## src/rtl/mips_pkg.sv

```systemverilog
// Shared types and constants for the MIPS pipeline control blocks.
package mips_pkg;

    // Hazard sequencer states: normal issue, or waiting on data memory
    typedef enum logic [0:0] {
        RUN      = 1'b0,
        MEM_WAIT = 1'b1
    } state_t;

    // EXE operand source selects
    localparam logic [1:0] FWD_REG = 2'b00;
    localparam logic [1:0] FWD_EXE = 2'b01;
    localparam logic [1:0] FWD_MEM = 2'b10;

    // Hard-wired zero register; never a real dependency
    localparam logic [4:0] REG_ZERO = 5'd0;

endpackage

```

## src/rtl/src_match.sv

```systemverilog
// Single source-vs-destination dependency comparator for the hazard sequencer.
module src_match
    import mips_pkg::*;
(
    input  logic [4:0] src,
    input  logic       src_used,
    input  logic       valid,
    input  logic [4:0] dest,
    input  logic       wb_en,
    output logic       match
);

    assign match = valid && src_used && wb_en && (dest == src) && (src != REG_ZERO);

endmodule

```

## src/rtl/hazard_ctrl.sv

```systemverilog
// Pipeline hazard and stall sequencer for the 5-stage MIPS core.
// Compares ID sources against EXE/MEM destinations, tracks the data-memory
// handshake and drives freeze/bubble/flush/hold and forwarding selects.
// Build option: define HAZARD_FORWARD_EN to enable operand forwarding; without
// it every EXE/MEM dependency stalls and the forwarding selects are tied to 00.
module hazard_ctrl
    import mips_pkg::*;
#(
    parameter int unsigned CNT_W = 16
) (
    input  logic             clk,
    input  logic             rst,
    input  logic             id_valid,
    input  logic [4:0]       id_src1,
    input  logic [4:0]       id_src2,
    input  logic             id_src2_used,
    input  logic             br_taken,
    input  logic [4:0]       exe_dest,
    input  logic             exe_wb_en,
    input  logic             exe_mem_r_en,
    input  logic [4:0]       mem_dest,
    input  logic             mem_wb_en,
    input  logic             mem_req,
    input  logic             mem_ready,
    output logic             freeze,
    output logic             bubble,
    output logic             flush,
    output logic             hold_all,
    output logic [1:0]       fwd_sel1,
    output logic [1:0]       fwd_sel2,
    output logic [CNT_W-1:0] stall_cycles
);

    state_t            state_q, state_d;
    logic              m1_exe, m1_mem, m2_exe, m2_mem;
    logic              hazard;
    logic              mem_stall;
    logic [CNT_W-1:0]  stall_q;

    src_match u_m1_exe (
        .src      (id_src1),
        .src_used (1'b1),
        .valid    (id_valid),
        .dest     (exe_dest),
        .wb_en    (exe_wb_en),
        .match    (m1_exe)
    );

    src_match u_m1_mem (
        .src      (id_src1),
        .src_used (1'b1),
        .valid    (id_valid),
        .dest     (mem_dest),
        .wb_en    (mem_wb_en),
        .match    (m1_mem)
    );

    src_match u_m2_exe (
        .src      (id_src2),
        .src_used (id_src2_used),
        .valid    (id_valid),
        .dest     (exe_dest),
        .wb_en    (exe_wb_en),
        .match    (m2_exe)
    );

    src_match u_m2_mem (
        .src      (id_src2),
        .src_used (id_src2_used),
        .valid    (id_valid),
        .dest     (mem_dest),
        .wb_en    (mem_wb_en),
        .match    (m2_mem)
    );

`ifdef HAZARD_FORWARD_EN
    // Only a load still in EXE cannot be forwarded in time
    assign hazard = exe_mem_r_en && (m1_exe || m2_exe);
`else
    logic unused_mem_r_en;
    assign unused_mem_r_en = exe_mem_r_en;
    assign hazard = m1_exe || m1_mem || m2_exe || m2_mem;
`endif

    // Stall on a waiting access, including the RUN cycle that starts it
    assign mem_stall = (state_q == MEM_WAIT) || (mem_req && !mem_ready);

    // State register
    always_ff @(posedge clk or posedge rst) begin
        if (rst) begin
            state_q <= RUN;
        end else begin
            state_q <= state_d;
        end
    end

    // Next-state: leave RUN on an unfinished access, return on first ready
    always_comb begin
        state_d = state_q;
        unique case (state_q)
            RUN:      if (mem_req && !mem_ready) state_d = MEM_WAIT;
            MEM_WAIT: if (mem_ready)             state_d = RUN;
            default:  state_d = RUN;
        endcase
    end

    // Control outputs: memory wait > data hazard > taken branch
    always_comb begin
        freeze   = 1'b0;
        bubble   = 1'b0;
        flush    = 1'b0;
        hold_all = 1'b0;
        if (!rst) begin
            if (mem_stall) begin
                hold_all = 1'b1;
                freeze   = 1'b1;
            end else if (hazard) begin
                freeze = 1'b1;
                bubble = 1'b1;
            end else if (br_taken) begin
                flush = 1'b1;
            end
        end
    end

`ifdef HAZARD_FORWARD_EN
    logic [1:0] sel1_q, sel2_q;

    // Forwarding selects follow the ID instruction into EXE; a bubble carries no operands
    always_ff @(posedge clk or posedge rst) begin
        if (rst) begin
            sel1_q <= FWD_REG;
            sel2_q <= FWD_REG;
        end else if (bubble) begin
            sel1_q <= FWD_REG;
            sel2_q <= FWD_REG;
        end else if (!freeze && !hold_all) begin
            sel1_q <= m1_exe ? FWD_EXE : (m1_mem ? FWD_MEM : FWD_REG);
            sel2_q <= m2_exe ? FWD_EXE : (m2_mem ? FWD_MEM : FWD_REG);
        end
    end

    assign fwd_sel1 = sel1_q;
    assign fwd_sel2 = sel2_q;
`else
    assign fwd_sel1 = FWD_REG;
    assign fwd_sel2 = FWD_REG;
`endif

    // Saturating count of frozen cycles
    always_ff @(posedge clk or posedge rst) begin
        if (rst) begin
            stall_q <= '0;
        end else if (freeze && (stall_q != '1)) begin
            stall_q <= stall_q + 1'b1;
        end
    end

    assign stall_cycles = stall_q;

endmodule
```

## config.mk

```make
export PLATFORM = sky130hd
export DESIGN_NAME = hazard_ctrl
export DESIGN_NICKNAME = d
export VERILOG_FILES = /design/src/rtl/mips_pkg.sv /design/src/rtl/src_match.sv /design/src/rtl/hazard_ctrl.sv
export SDC_FILE = /design/constraint.sdc
export NUM_CORES = 1
export LEC_CHECK = 0
export CORE_UTILIZATION = 32
export CTS_CLUSTER_SIZE = 30
export DETAILED_ROUTE_END_ITERATION = 8
export PLACE_DENSITY_LB_ADDON = 0.05
export SLEW_MARGIN = 15
export SYNTH_ARGS = -nofsm -noshare
export SYNTH_HDL_FRONTEND = slang
export SYNTH_SLANG_ARGS = --single-unit
```

## constraint.sdc

```tcl
create_clock -name clk -period 2 [get_ports clk]
set_input_delay 0.4 -clock clk [delete_from_list [all_inputs] [get_ports clk]]
set_output_delay 0.4 -clock clk [all_outputs]
set_load 0.03 [all_outputs]
```

**Yosys cells after proc, flatten, opt, wreduce, memory -nomap -nowiden**

Cells that the tools add are included.
W data, S select, Z words.

- $add $sub $neg: 1
- Equal/unequal tests: 5
- Muxes and demuxes: 14
- Bitwise logic cells: 1
- Reduce and logical (&&, ||, !) cells: 22

Operators by type and width:

| kind | number |
|---|---|
| $eq A5 B5 Y1 | 4 |
| $add A16 B1 Y16 const B | 1 |
| $ne A16 B16 Y1 const B | 1 |
| $logic_and A1 B1 Y1 | 15 |
| $mux W1 | 13 |
| $reduce_bool A5 Y1 | 2 |
| $logic_or A1 B1 Y1 | 4 |
| $pmux W1 S2 | 1 |
| $logic_not A1 Y1 | 1 |
| $not A1 Y1 | 1 |

- Register bits after elaboration: 17
- Input port bits: 30
- Output and inout bits: 24
- Logic and storage cells: 45

**Longest topological paths before layout**

Gate-level depths: netlist (run 1).

- Depth in word-level cells: 10
- Mapped depth: 8
- Gate-level depth less buffers: 7

**Hierarchy**

From an unflattened synthesis (run 1), not the netlist that was laid out.

- Cells, all modules: 131
- Area total of the unflattened synthesis: 1,213.7 µm²

By module, submodules not included:

| module | times used | cells an instance | area each (µm²) | seq. area each (µm²) |
|---|---|---|---|---|
| hazard_ctrl | 1 | 91 | 933.4 | 425.4 |
| src_match | 4 | 10 | 70.1 | 0.0 |

**Least setup slack after synthesis (run 1)**

OpenSTA, ideal clock, no wires.

- Path kind: input to output
- Start point: input port exe_dest[1]
- End point: output port bubble
- Arrival time: 1.953 ns
- Data required time: 1.600 ns
- Setup slack: -0.353 ns
- Cell stages on the path: 5
- Path buffers: 0
- Path through: inv_1 -> a221o_1 -> nor4_2 -> a311oi_4 -> nor3b_1

- Word-level cells in the longest chain between the ends: 9

Ends and longest elaborated chain:

| item | line | RTL |
|---|---|---|
| start: declaration | hazard_ctrl.sv:18 | `input logic [4:0] exe_dest,` |
| $eq A5 B5 Y1 | src_match.sv:13 | `assign match = valid && src_used && wb_en && (dest == src) && (src != REG_ZERO);` |
| $logic_and A1 B1 Y1 (2 in a row) | src_match.sv:13 |  |
| $logic_or A1 B1 Y1 | hazard_ctrl.sv:82 | `assign hazard = m1_exe \|\| m1_mem \|\| m2_exe \|\| m2_mem;` |
| $logic_or A1 B1 Y1 * (2 in a row) | hazard_ctrl.sv:82 |  |
| $mux W1 * | hazard_ctrl.sv:117 | `end else if (hazard) begin` |
| $mux W1 * | hazard_ctrl.sv:114 | `if (mem_stall) begin` |
| $mux W1 * | hazard_ctrl.sv:113 | `if (!rst) begin` |
| end: declaration | hazard_ctrl.sv:26 | `output logic bubble,` |

Mark *: on every way between the ends. The rest lies on a longest branch, timed or not.

**Worst setup path in the final report (run 1)**

- Start point: input port id_src1[4]
- End point: output port flush

- Word-level cells in the longest chain between the ends: 9

Ends and longest elaborated chain:

| item | line | RTL |
|---|---|---|
| start: declaration | hazard_ctrl.sv:14 | `input logic [4:0] id_src1,` |
| $eq A5 B5 Y1 | src_match.sv:13 |  |
| $logic_and A1 B1 Y1 (2 in a row) | src_match.sv:13 |  |
| $logic_or A1 B1 Y1 * (3 in a row) | hazard_ctrl.sv:82 |  |
| $mux W1 * | hazard_ctrl.sv:117 |  |
| $mux W1 * | hazard_ctrl.sv:114 |  |
| $mux W1 * | hazard_ctrl.sv:113 |  |
| end: declaration | hazard_ctrl.sv:27 | `output logic flush,` |

Marked as above.

==> impl.org, run 1 <==
** Route
- Summed over all nets, wire length on met3 after detailed routing comes to 167 um.
- The first TritonRoute pass finished after 4 iterations.
- In the detailed route, the total length drawn on met2 is roughly 1600 um.
- The detailed router put a total of 1610 um of wire on met1.
- Wire length after detailed routing :: 3340 um
- Top metal layer carrying routed signals :: met4
- Routed WL per cell :: about 13 um
- Total number of vias :: roughly 1,300
- The first routing iteration left 49 violations.
- DRC :: 0
- Dividing the detail-routed via count by the number of cells gives 4.98.
- Once detail routing completed, the nets flagged for antenna violations numbered 0.

** Run status
- The final reports fail on setup timing.
- The run finished, with violations left.

** Logic synthesis
- The synthesized netlist devotes around 28% of its cell area to simple gates.
- Compound-Gate Fraction of Synth Area :: approximately a tenth
- Counting flops with a built-in enable in the synthesized netlist gives 0.
- Mapped Cells :: ~140
- Post-synthesis instance area :: around 0.0012 mm^2
- Synthesized-area fraction occupied by adder cells :: under 10%
- Post-synthesis share of cell area spent on xor and xnor gates :: around 20%
- Number of synthesized register bits :: 17
- Post-synthesis mux area share :: under 10%
- Main combinational cell family by area after synthesis :: simple AND/OR/NAND/NOR gates
- Of the post-synthesis cell area, the dominant cell type holds between 30% and 40%.
- The biggest area contributor in the post-synthesis netlist is dfrtp_1.
- Leading post-synthesis cells by cell area :: dfrtp_1, xnor2_1, nand3_1
- Yosys instantiated no cell more often than xnor2_1.
- Number of different library cells in the post-synthesis netlist :: 37
- Counting flops with an async set or reset pin after synthesis yields a share of between 90% and 100%.
- By count the netlist is led by xnor2_1, dfrtp_1, nand2_1.
- Among all flip-flop cells after synthesis, the most frequent one is dfrtp_1.
- Yosys synthesis warning count :: 0
- For this run, the register share of the synthesized area comes to between 30% and 40%.
- In this run the mean area of a mapped cell was a little over 9 um^2.

** Die
- The floorplan has 22 rows.
- The initial utilization of the core area, before any placement, comes to 33.8%.
- Overall die height :: about 64 um
- Area enclosed by the die boundary :: ~0.0041 mm^2
- The total area inside the core boundary comes to between 0.003 and 0.004 mm^2.
- In this run the count of I/O pins placed on the die edge is 54.
- DIE WIDTH :: 64.4 um

** Worst setup path
- CP delay by family, top :: simple AND/OR/NAND/NOR gates
- The critical path goes through buf_6 -> or4_4 -> nor2_4 -> nor3_2 -> a311oi_4 -> buf_4 -> and4_4 -> buf_6.
- Crit Path Class :: in2out
- Crit path required time :: 1600 ps
- The worst register-to-register path has a setup slack of about 90 ps.
- On the worst path, the slowest cell contributes a delay of about 540 ps.
- Crit end category :: output pin
- The startpoint identified for the worst register-to-register timing path is stall_cycles[4]$_DFFE_PP0P_.
- Endpoint of the worst-slack reg-to-reg timing path :: stall_cycles[0]$_DFFE_PP0P_
- The worst setup path is launched from an input pin.
- Crit-path slowest cell :: or4_4
- Most used cell, CP :: buf_6
- Counting both buffers and inverters, the worst setup path holds a total of 3.
- For the worst setup path, the data arrival time is approximately 2000 ps.
- The number of cells on the worst reg-to-reg path is 9.
- Peak fanout along the critical path :: 2

** Clock tree
- TritonCTS buffer count :: 3
- Number of clock sinks :: 17
- Total number of H-tree levels :: 1
- Clock latency at the later pin of the worst-skew pair :: around 250 ps
- The tree is rooted in a clkbuf_8.
- Clock transition at the registers of the reported paths :: ~60 ps
- No sink is reached through more buffers than the 2 on the longest clock path.
- CTS tree :: built

** Final layout
- Non-Filler Instances :: 258
- Post-layout utilization of the core :: between 50% and 60%
- Count of nets after finishing :: about 240
- The layout has around 360 filler cells.
- Number of antenna diodes :: 0
- Relative to the synthesized area, the layout overhead comes to 67.4%.
- Of the cells placed in the final design, the portion with a size suffix greater than 1 is 31.9%.

** STA
- Pins Over Slew Limit :: 0
- Of the available clock period, the critical path in the final layout requires 120%.
- Worst setup skew after layout :: ~3.5 ps
- Timing would allow up to roughly 420 MHz.
- The number of hold-slack violations in the final timing report is 0.
- Fin Setup TNS :: -2530 ps
- Setup repair after global routing could not meet its margin everywhere.
- Final setup fails :: 19
- Clock period minus final worst setup slack :: 2390 ps
- Across all setup checks in the final design, the least slack found is -391 ps.

** Hold path
- The min-delay analysis places its worst path in the category reg2reg.
- Cell count of the worst hold path :: 2
- Hold EP :: state_q$_DFF_PP0_
- In this run the most critical hold path is launched from state_q$_DFF_PP0_.

** Run
- The tool flagged a number of max-cap violations equal to 0.

** Global routing
- The number of global-route vias before repair was between 1,000 and 1,500.
- Entering global routing, the biggest net connects 18 pins.
- Antenna violations before repair :: 0
- Wire length of the first global-routing pass :: 5510 um
- In the global route stage, overall resource usage came out at between 10% and 20%.
- The total overflow left after global routing is 0.

** Power
- The completed layout was analyzed and its total power is around 1.3 mW.
- The worst-case IR drop observed on VDD is 0.506 mV.
- Power per cell area :: between 600 and 700 mW/mm^2
- Static leakage :: 0.861 nW

** Placed design
- At the end of routability-driven placement, the weighted congestion stood at between 0.8 and 0.9.
- Including well taps, the total number of placed cells is 249.
- Input and output buffers added on the ports amount to between 40 and 50.
- After legalization and detailed placement, the total HPWL measured roughly 2700 um.
[kinds of logic (layout without fill, tap and decap cells)]
family	Yosys count	after routing
AND/OR/NAND/NOR	62	62
XOR/XNOR	28	28
flip-flops	17	17
AO/OA/AOI/OAI	16	16
buffers and inverters	10	80
multiplexers	2	2
adder cells (fa/ha/maj)	1	1
other	1	4
[sequential cells by signal, summed over array words and instances (netlist names)]
| name | count |
|---|---|
| state_q | 1 |
| stall_cycles | 16 |
[tightest hold or removal path: cells and delay by family (launching register included)]
kind             cells  cell delay [ps]
AND/OR/NAND/NOR      2              110
flip-flops           1              340
[what timing repair did]
| action | 4_1_cts | 5_1_grt |
|---|---|---|
| buffers inserted | 4 | 1 |
| endpoints found under the setup margin | 20 | 20 |
| pin swaps | 14 | 14 |
| hold buffers | 0 | 0 |
| resized for setup | 56 | 24 |
[area by class of cell]
class                           count  area [um^2]  share of cell area [%]
Inverter                            4         15.0                   0.720
Sequential cell                    17          425                    20.4
Multi-Input combinational cell    113          901                    43.2
Clock buffer                        3         41.3                    1.98
Timing Repair Buffer               72          638                    30.6
Tap cell                           48         60.1                    2.88
Clock inverter                      1         5.00                   0.240
[how the worst max path moves through the flow]
| stage | from | end | cells past startpoint |
|---|---|---|---|
| after floorplan | id_src1[1] | stall_cycles[14]$_DFFE_PP0P_ | 7 |
| final | id_src1[4] | flush | 8 |
| after detailed placement | id_src1[1] | freeze | 7 |
| after global placement | id_src1[1] | freeze | 7 |
| after CTS | id_src1[4] | flush | 8 |
| after global routing | id_src1[4] | flush | 8 |
[through the flow]
| stage | hold WS, ps | cell area, um^2 | worst slack, ps |
|---|---|---|---|
| floorplan | 460 | 1280 | -245 |
| global placement | 480 | 1910 | -981 |
| detailed placement | 484 | 1910 | -1020 |
| CTS | 496 | 2020 | -495 |
| global route | 520 | 2090 | -436 |
| finish | 494 | 2090 | -391 |
[cell usage in the layout (no fill, tap or decap), types with 4 or more instances in the layout]
| master | n |
|---|---|
| conb_1 | 4 |
| buf_4 | 20 |
| clkdlybuf4s50_1 | 22 |
| dlygate4sd2_1 | 15 |
| nand4_1 | 7 |
| nand2_1 | 11 |
| dfrtp_1 | 17 |
| nand3_1 | 6 |
| buf_6 | 9 |
| xnor2_1 | 25 |
| nor2_1 | 10 |
| and3_1 | 4 |
[power breakdown]
group	switching, mW	total [mW]	internal, mW
clock	0.109	0.247	0.138
combinational	0.309	0.610	0.301
sequential	0.0883	0.492	0.403
[per-layer routing]
metal  global-route usage [%]  vias up
met1                     24.3      621
li1                         -      627
met4                     2.50        0
met3                     4.11        2
met2                     26.2       36
met5                        0        -
Power figures use the tool's default switching activity.
==> run 2, diff against run 1 <==
--- a/config.mk
+++ b/config.mk
@@ -5,6 +5,7 @@
 export SDC_FILE = /design/constraint.sdc
 export NUM_CORES = 1
 export LEC_CHECK = 0
+export CORE_MARGIN = 2
 export CORE_UTILIZATION = 32
 export CTS_CLUSTER_SIZE = 30
 export DETAILED_ROUTE_END_ITERATION = 8
==> impl.org, run 2 (synthesis results as in run 1) <==
** Run status
- The flow ran to the end, but the final reports show violations.
- The final reports fail on setup timing.

** Power
- Net Switching :: 0.529 mW (+4.5%)
- Share of power burned in registers :: 36.2% (-0.3 points)
- The power per standard cell area is 652 mW/mm^2 (+0.89%).
- The logic gate share of total power came to 45.1% (-0.2 points).
- Peak supply drop :: 0.484 mV (-4.3%)
- Switching power share of the total :: 38.3% (+0.71 points)
- The share of total power in the clock network was 18.7% (+0.4 points).
- The cell leakage power was 0.898 nW (+4.2%).
- Internal power of the cells :: 0.854 mW (+1.4%)
- Power after layout :: 1.38 mW (+2.5%)

** Final layout
- The antenna cell count came to 0 (unchanged).
- The number of flip-flops under the largest register name was 16 (unchanged).
- Post-layout utilization of the core :: 57.0% (+0.49 points)
- Most frequent cells in the layout :: xnor2_1, clkdlybuf4s50_1, dlygate4sd2_1, dfrtp_1, buf_4
- Non-Filler Instances :: 256 (-0.78%)
- Count of nets after finishing :: 240 (-0.83%)
- Storage element area :: 425 um^2 (unchanged)
- Finished layout cell area :: 0.00212 mm^2 (+1.6%)
- Area used by multi-input combinational logic :: 932 um^2 (+3.5%)
- Relative to the synthesized area, the layout overhead comes to 70.1%.
- Layout cells sized above 1 :: 32.7% (+0.79 points)
- Fill cells :: 338 (-6.4%)

** Die
- Area enclosed by the die boundary :: 0.00441 mm^2 (+6.3%)
- Overall die height :: 66.4 um (+3.1%)
- Placeable core region :: 0.00372 mm^2 (+0.75%)
- The number of rows created at floorplan came to 22 (unchanged).
- DIE WIDTH :: 66.4 um (+3.1%)
- Effective utilization at floorplan :: 33.5% (-0.25 points)
- The total I/O pin count was 54 (unchanged).

** STA
- Final clock period utilization by the worst path :: 118% (-1.9 points)
- Fin Setup TNS :: -3590 ps (-1060 ps)
- Final setup fails :: 18 (-1)
- The highest attainable clock frequency was 425 MHz (+1.6%).
- Setup repair after global routing missed its margin :: true
- The minimum clock period came to 2350 ps (-38.2 ps).
- Pins Over Slew Limit :: 0 (unchanged)
- Setup slack after layout :: -353 ps (+38.2 ps)
- Worst setup skew after layout :: 5.78 ps (+2.30 ps)
- The number of hold-slack violations in the final timing report is 0 (unchanged).
- Worst hold slack :: 523 ps (+28.9 ps)

** Hold path
- Classification of the worst-slack hold path :: reg2reg

** Placed design
- The count of port buffers added during placement is 48 (unchanged).
- The count of placed standard cells including taps was 248 (-0.40%).
- Gp weighted congestion :: 0.810 (-1.3%)
- Instance area after placement :: 0.00190 mm^2 (-0.52%)
- Setup slack at placement :: -722 ps (+299 ps)
- The estimated wirelength of the detail-placed design was 2800 um (+4.5%).

** Global routing
- Antenna violations before repair :: 0 (unchanged)
- The number of global-route vias before repair came to 1,282 (+4.9%).
- The aggregate global routing overflow was 0 (unchanged).
- Wire length of the first global-routing pass :: 5610 um (+1.7%)
- Maximum number of pins on one net before global-route repair :: 18 (unchanged)
- The aggregate global-route resource usage was 16.7% (-0.33 points).

** Worst setup path
- Peak fanout along the critical path :: 2 (unchanged)
- The arrival time at the worst endpoint is 1950 ps (-40 ps).
- Crit end category :: output pin
- Crit Path Class :: in2out
- Kind of start point of the critical path :: input pin
- The required time of the critical path is 1600 ps (about the same).

** Clock tree
- In this run the clock root is driven by a clkbuf_8.
- The later-pin clock latency in the skew report is 250 ps (about the same).
- The register clock-pin slew on the reported worst setup and hold paths came to 70 ps (about the same).
- The TritonCTS sink count is 17 (unchanged).
- TritonCTS buffer count :: 3 (unchanged)
- The largest buffer count on any clock path is 2 (unchanged).
- The number of H-tree branching levels was 1 (unchanged).
- TritonCTS built the clock tree.

** Route
- The number of routed nets with antenna violations is 0 (unchanged).
- DRC :: 0 (unchanged)
- The sum of routed wire length over all layers is 3580 um (+7.1%).
- Routed WL per cell :: 14.0 um (+7.9%)
- Total number of vias :: 1,293 (+0.54%)
- 1st-pass router iterations :: 4 (unchanged)
- Number of DRC markers in iteration 0 :: 67 (+37%)
- The mean number of vias per cell is 5.05 (+1.3%).

** Run
- The max-capacitance violation count is 0 (unchanged).
## run 2: cell count changes in the layout (fill, tap and decap cells not counted), sizes merged
cell	before	now
dlygate4sd2	15	17
buf	32	29
clkdlybuf4s15	1	0
## run 2: layout make-up
class                      instances  share of cell area, %
multi-input combinational        113                   44.0
timing repair buffer              70                   30.2
sequential                        17                   20.1
tap                               48                   2.83
clock buffer                       3                   1.95
inverter                           4                  0.708
clock inverter                     1                  0.236
## run 2: power groups by stage
stage               Sequential, mW  Clock (mW)  Combinational (mW)
floorplan                    0.589           0               0.210
global placement             0.489           0               0.567
detailed placement           0.494           0               0.569
CTS                          0.496       0.267               0.620
global route                 0.515       0.286               0.666
finish                       0.500       0.258               0.624
## run 2: layer usage
| metal | up-vias | track usage, % | wire, um |
|---|---|---|---|
| met1 | 629 | 21.4 | 1610 |
| met5 | - | 0 | 0 |
| met4 | 0 | 5.36 | 38 |
| met3 | 4 | 3.75 | 148 |
| met2 | 37 | 27.6 | 1780 |
| li1 | 623 | - | - |
## run 2: timing repair
item / CTS / global route
setup buffers: 5 / 0
endpoints found under the setup margin: 20 / 18
pin swaps: 16 / 9
resized for setup: 68 / 9
hold buffers: 0 / 0
## run 2: final timing paths
check	from	to	slack, ps	depth (start not counted)
min in group asynchronous	rst	stall_cycles[11]$_DFFE_PP0P_	840	5
max in group asynchronous	rst	stall_cycles[0]$_DFFE_PP0P_	960	5
setup / recovery	id_src1[4]	flush	-350	7
setup reg to reg	stall_cycles[4]$_DFFE_PP0P_	stall_cycles[9]$_DFFE_PP0P_	30	8
hold / removal	stall_cycles[3]$_DFFE_PP0P_	stall_cycles[3]$_DFFE_PP0P_	520	1
hold reg to reg	stall_cycles[3]$_DFFE_PP0P_	stall_cycles[3]$_DFFE_PP0P_	520	1
## run 2: critical path: stages
cell and delay [ps]:
buf_6 90, or4_4 540, nor2_4 140, nor3_2 70, a311oi_4 310, and4_4 280
buf_6 130
==> run 3, diff against run 2 <==
--- a/config.mk
+++ b/config.mk
@@ -10,6 +10,7 @@
 export CTS_CLUSTER_SIZE = 30
 export DETAILED_ROUTE_END_ITERATION = 8
 export PLACE_DENSITY_LB_ADDON = 0.05
+export REMOVE_ABC_BUFFERS = 1
 export SLEW_MARGIN = 15
 export SYNTH_ARGS = -nofsm -noshare
 export SYNTH_HDL_FRONTEND = slang
==> impl.org, run 3 (synthesis results as in run 1) <==
** Die
- Placeable core region :: 0.00372 mm^2 (unchanged)
- The starting utilization of the core area came to 33.5% (unchanged).
- Overall die height :: 66.4 um (unchanged)
- Top Ports :: 54 (unchanged)
- The width of the die was 66.4 um (unchanged).
- Cell Rows :: 22 (unchanged)
- The area enclosed by the die boundary was 0.00441 mm^2 (unchanged).

** Worst setup path
- Crit-path slowest cell :: or4_4
- Slowest cell delay on critical path :: 540 ps (about the same)
- The largest fanout on the critical path was 2 (unchanged).
- Setup slack of the worst register-to-register path :: 30 ps (about the same)
- Arr. time, crit path :: 2050 ps (+100 ps)
- Kind of start point of the critical path :: input pin
- STA classifies the critical path endpoint as an output pin.
- Crit path required time :: 1600 ps (about the same)
- Traced cell by cell, the critical path runs through buf_6 -> or4_4 -> nor2_4 -> nor3_4 -> a311oi_4 -> buf_4 -> and4_4 -> buf_6.
- The most numerous cell type found on the critical path is buf_6.
- CP delay by family, top :: simple AND/OR/NAND/NOR gates
- Crit Path Class :: in2out
- The sum of buffers and inverters on the critical path is 3 (+1).

** Global routing
- The routing usage on met2 is 26.6% (-1.0 points).
- The number of global-route vias before repair was 1,269 (-1.0%).
- Met3 layer usage reported by global route :: 2.56% (-1.2 points)
- The routing usage on met1 is 21.5% (+0.15 points).
- The first-pass GRT wire length was 5550 um (-0.98%).
- After global routing, the most crowded layer is met2.
- The aggregate global-route resource usage was 16.4% (-0.34 points).
- The aggregate global routing overflow came to 0 (unchanged).
- The largest net degree at the start of global routing was 18 (unchanged).
- Antenna violations before repair :: 0 (unchanged)

** Clock tree
- CTS tree :: built
- Number of clock sinks :: 17 (unchanged)
- The total CTS buffers was 3 (unchanged).
- The register clock-pin slew on the reported worst setup and hold paths was 70 ps (about the same).
- Master cell of the clock root buffer :: clkbuf_8
- The hold buffer count at CTS was 0 (unchanged).
- The later-pin clock latency in the skew report came to 250 ps (about the same).
- Total number of H-tree levels :: 1 (unchanged)
- The largest buffer count on any clock path came to 2 (unchanged).

** Hold path
- Classification of the worst-slack hold path :: reg2reg

** STA
- Final setup fails :: 19 (+1)
- The number of hold-slack violations in the final timing report came to 0 (unchanged).
- The post-route worst hold slack was 501 ps (-22.0 ps).
- The final-layout setup total negative slack came to -2900 ps (+692 ps).
- The highest attainable clock frequency is 409 MHz (-3.9%).
- Clock period minus final worst setup slack :: 2450 ps (+94.8 ps)
- Setup repair after global routing missed its margin :: true
- Final clock period utilization by the worst path :: 122% (+4.7 points)
- The worst-case setup margin in the final layout came to -448 ps (-94.8 ps).
- Pins Over Slew Limit :: 0 (unchanged)
- Worst setup skew after layout :: 0.671 ps (-5.11 ps)

** Route
- The sum of routed wire length over all layers came to 3430 um (-4.1%).
- The number of remaining DRC errors was 0 (unchanged).
- The routed via count came to 1,279 (-1.1%).
- The number of search-and-repair iterations in the first detailed-routing pass came to 5 (+1).
- The mean number of vias per cell was 4.94 (-2.2%).
- The average wire per cell in the routed design came to 13.2 um (-5.2%).
- The detailed router's first-iteration violation count is 87 (+30%).
- The number of routed nets with antenna violations came to 0 (unchanged).

** Final layout
- Fill cells :: 334 (-1.2%)
- The number of flip-flops under the largest register name came to 16 (unchanged).
- Most frequent cells in the layout :: xnor2_1, clkdlybuf4s50_1, buf_4, dfrtp_1, dlygate4sd2_1
- The net count reported at finish came to 243 (+1.3%).
- Number of antenna diodes :: 0 (unchanged)
- Synth-to-Final Area Change :: 72.0%
- Layout cells sized above 1 :: 35.5% (+2.9 points)

** Placed design
- Count of port buffers added during placement :: 48 (unchanged)
- HPWL after detailed placement :: 2630 um (-6.2%)
- The final RePlAce weighted congestion was 0.789 (-2.6%).
- The pre-CTS setup slack came to -989 ps (-267 ps).

** Run status
- The final reports fail on setup timing.
- Result of the run :: finished with violations

** Power
- The power after layout is 1.42 mW (+2.7%).
- The cell leakage power is 0.905 nW (+0.81%).
- Power per cell area :: 662 mW/mm^2 (+1.5%)
- Peak supply drop :: 0.531 mV (+9.7%)

** Run
- The max-capacitance violation count came to 0 (unchanged).
run 3: cell count changes in the layout (fill, tap and decap cells not counted), sizes merged:
cell / before / now
buf: 29 / 31
clkinv: 1 / 0
dlygate4sd2: 17 / 13
clkbuf: 5 / 11
run 3: final timing paths:
check / from / endpoint / depth (start not counted)
worst max-delay path: id_src1[4] / flush / 8
worst min-delay path: stall_cycles[7]$_DFFE_PP0P_ / stall_cycles[7]$_DFFE_PP0P_ / 1
worst max register to register: stall_cycles[3]$_DFFE_PP0P_ / stall_cycles[9]$_DFFE_PP0P_ / 8
worst min register to register: stall_cycles[7]$_DFFE_PP0P_ / stall_cycles[7]$_DFFE_PP0P_ / 1
max in group asynchronous: rst / stall_cycles[12]$_DFFE_PP0P_ / 5
min in group asynchronous: rst / stall_cycles[4]$_DFFE_PP0P_ / 5
run 3: timing repair:
action	CTS	global route
pin swaps	14	15
gates resized for setup	49	52
setup endpoints to repair	20	20
buffers inserted	4	2
run 3: metrics by stage:
step	area, um^2	util [%]	std cells
3_5_place_dp	1900	51.1	250
2_1_floorplan	1210	-	134
3_3_place_gp	1900	51.1	250
6_report	2140	57.7	259
4_1_cts	2000	53.8	258
5_1_grt	2140	57.7	259
run 3: cell type report:
class / instances / area (um^2) / area share, %
flip-flops and latches: 17 / 425 / 19.8
inverters: 4 / 15.0 / 0.701
well taps: 48 / 60.1 / 2.80
clock buffers: 4 / 45.0 / 2.10
multi-input cells: 113 / 950 / 44.3
repair buffers: 73 / 648 / 30.2
run 3: report_power, final:
part | switching [mW] | internal [mW] | total [mW]
Sequential | 0.0922 | 0.403 | 0.495
Clock | 0.118 | 0.141 | 0.260
Combinational | 0.333 | 0.332 | 0.664
Total | 0.543 | 0.876 | 1.42
run 3: metal layers:
layer | vias up | share of wire [%]
met3 | 5 | 4.1
met1 | 603 | 44
li1 | 630 | -
met5 | - | 0
met4 | 0 | 1.6
met2 | 41 | 50
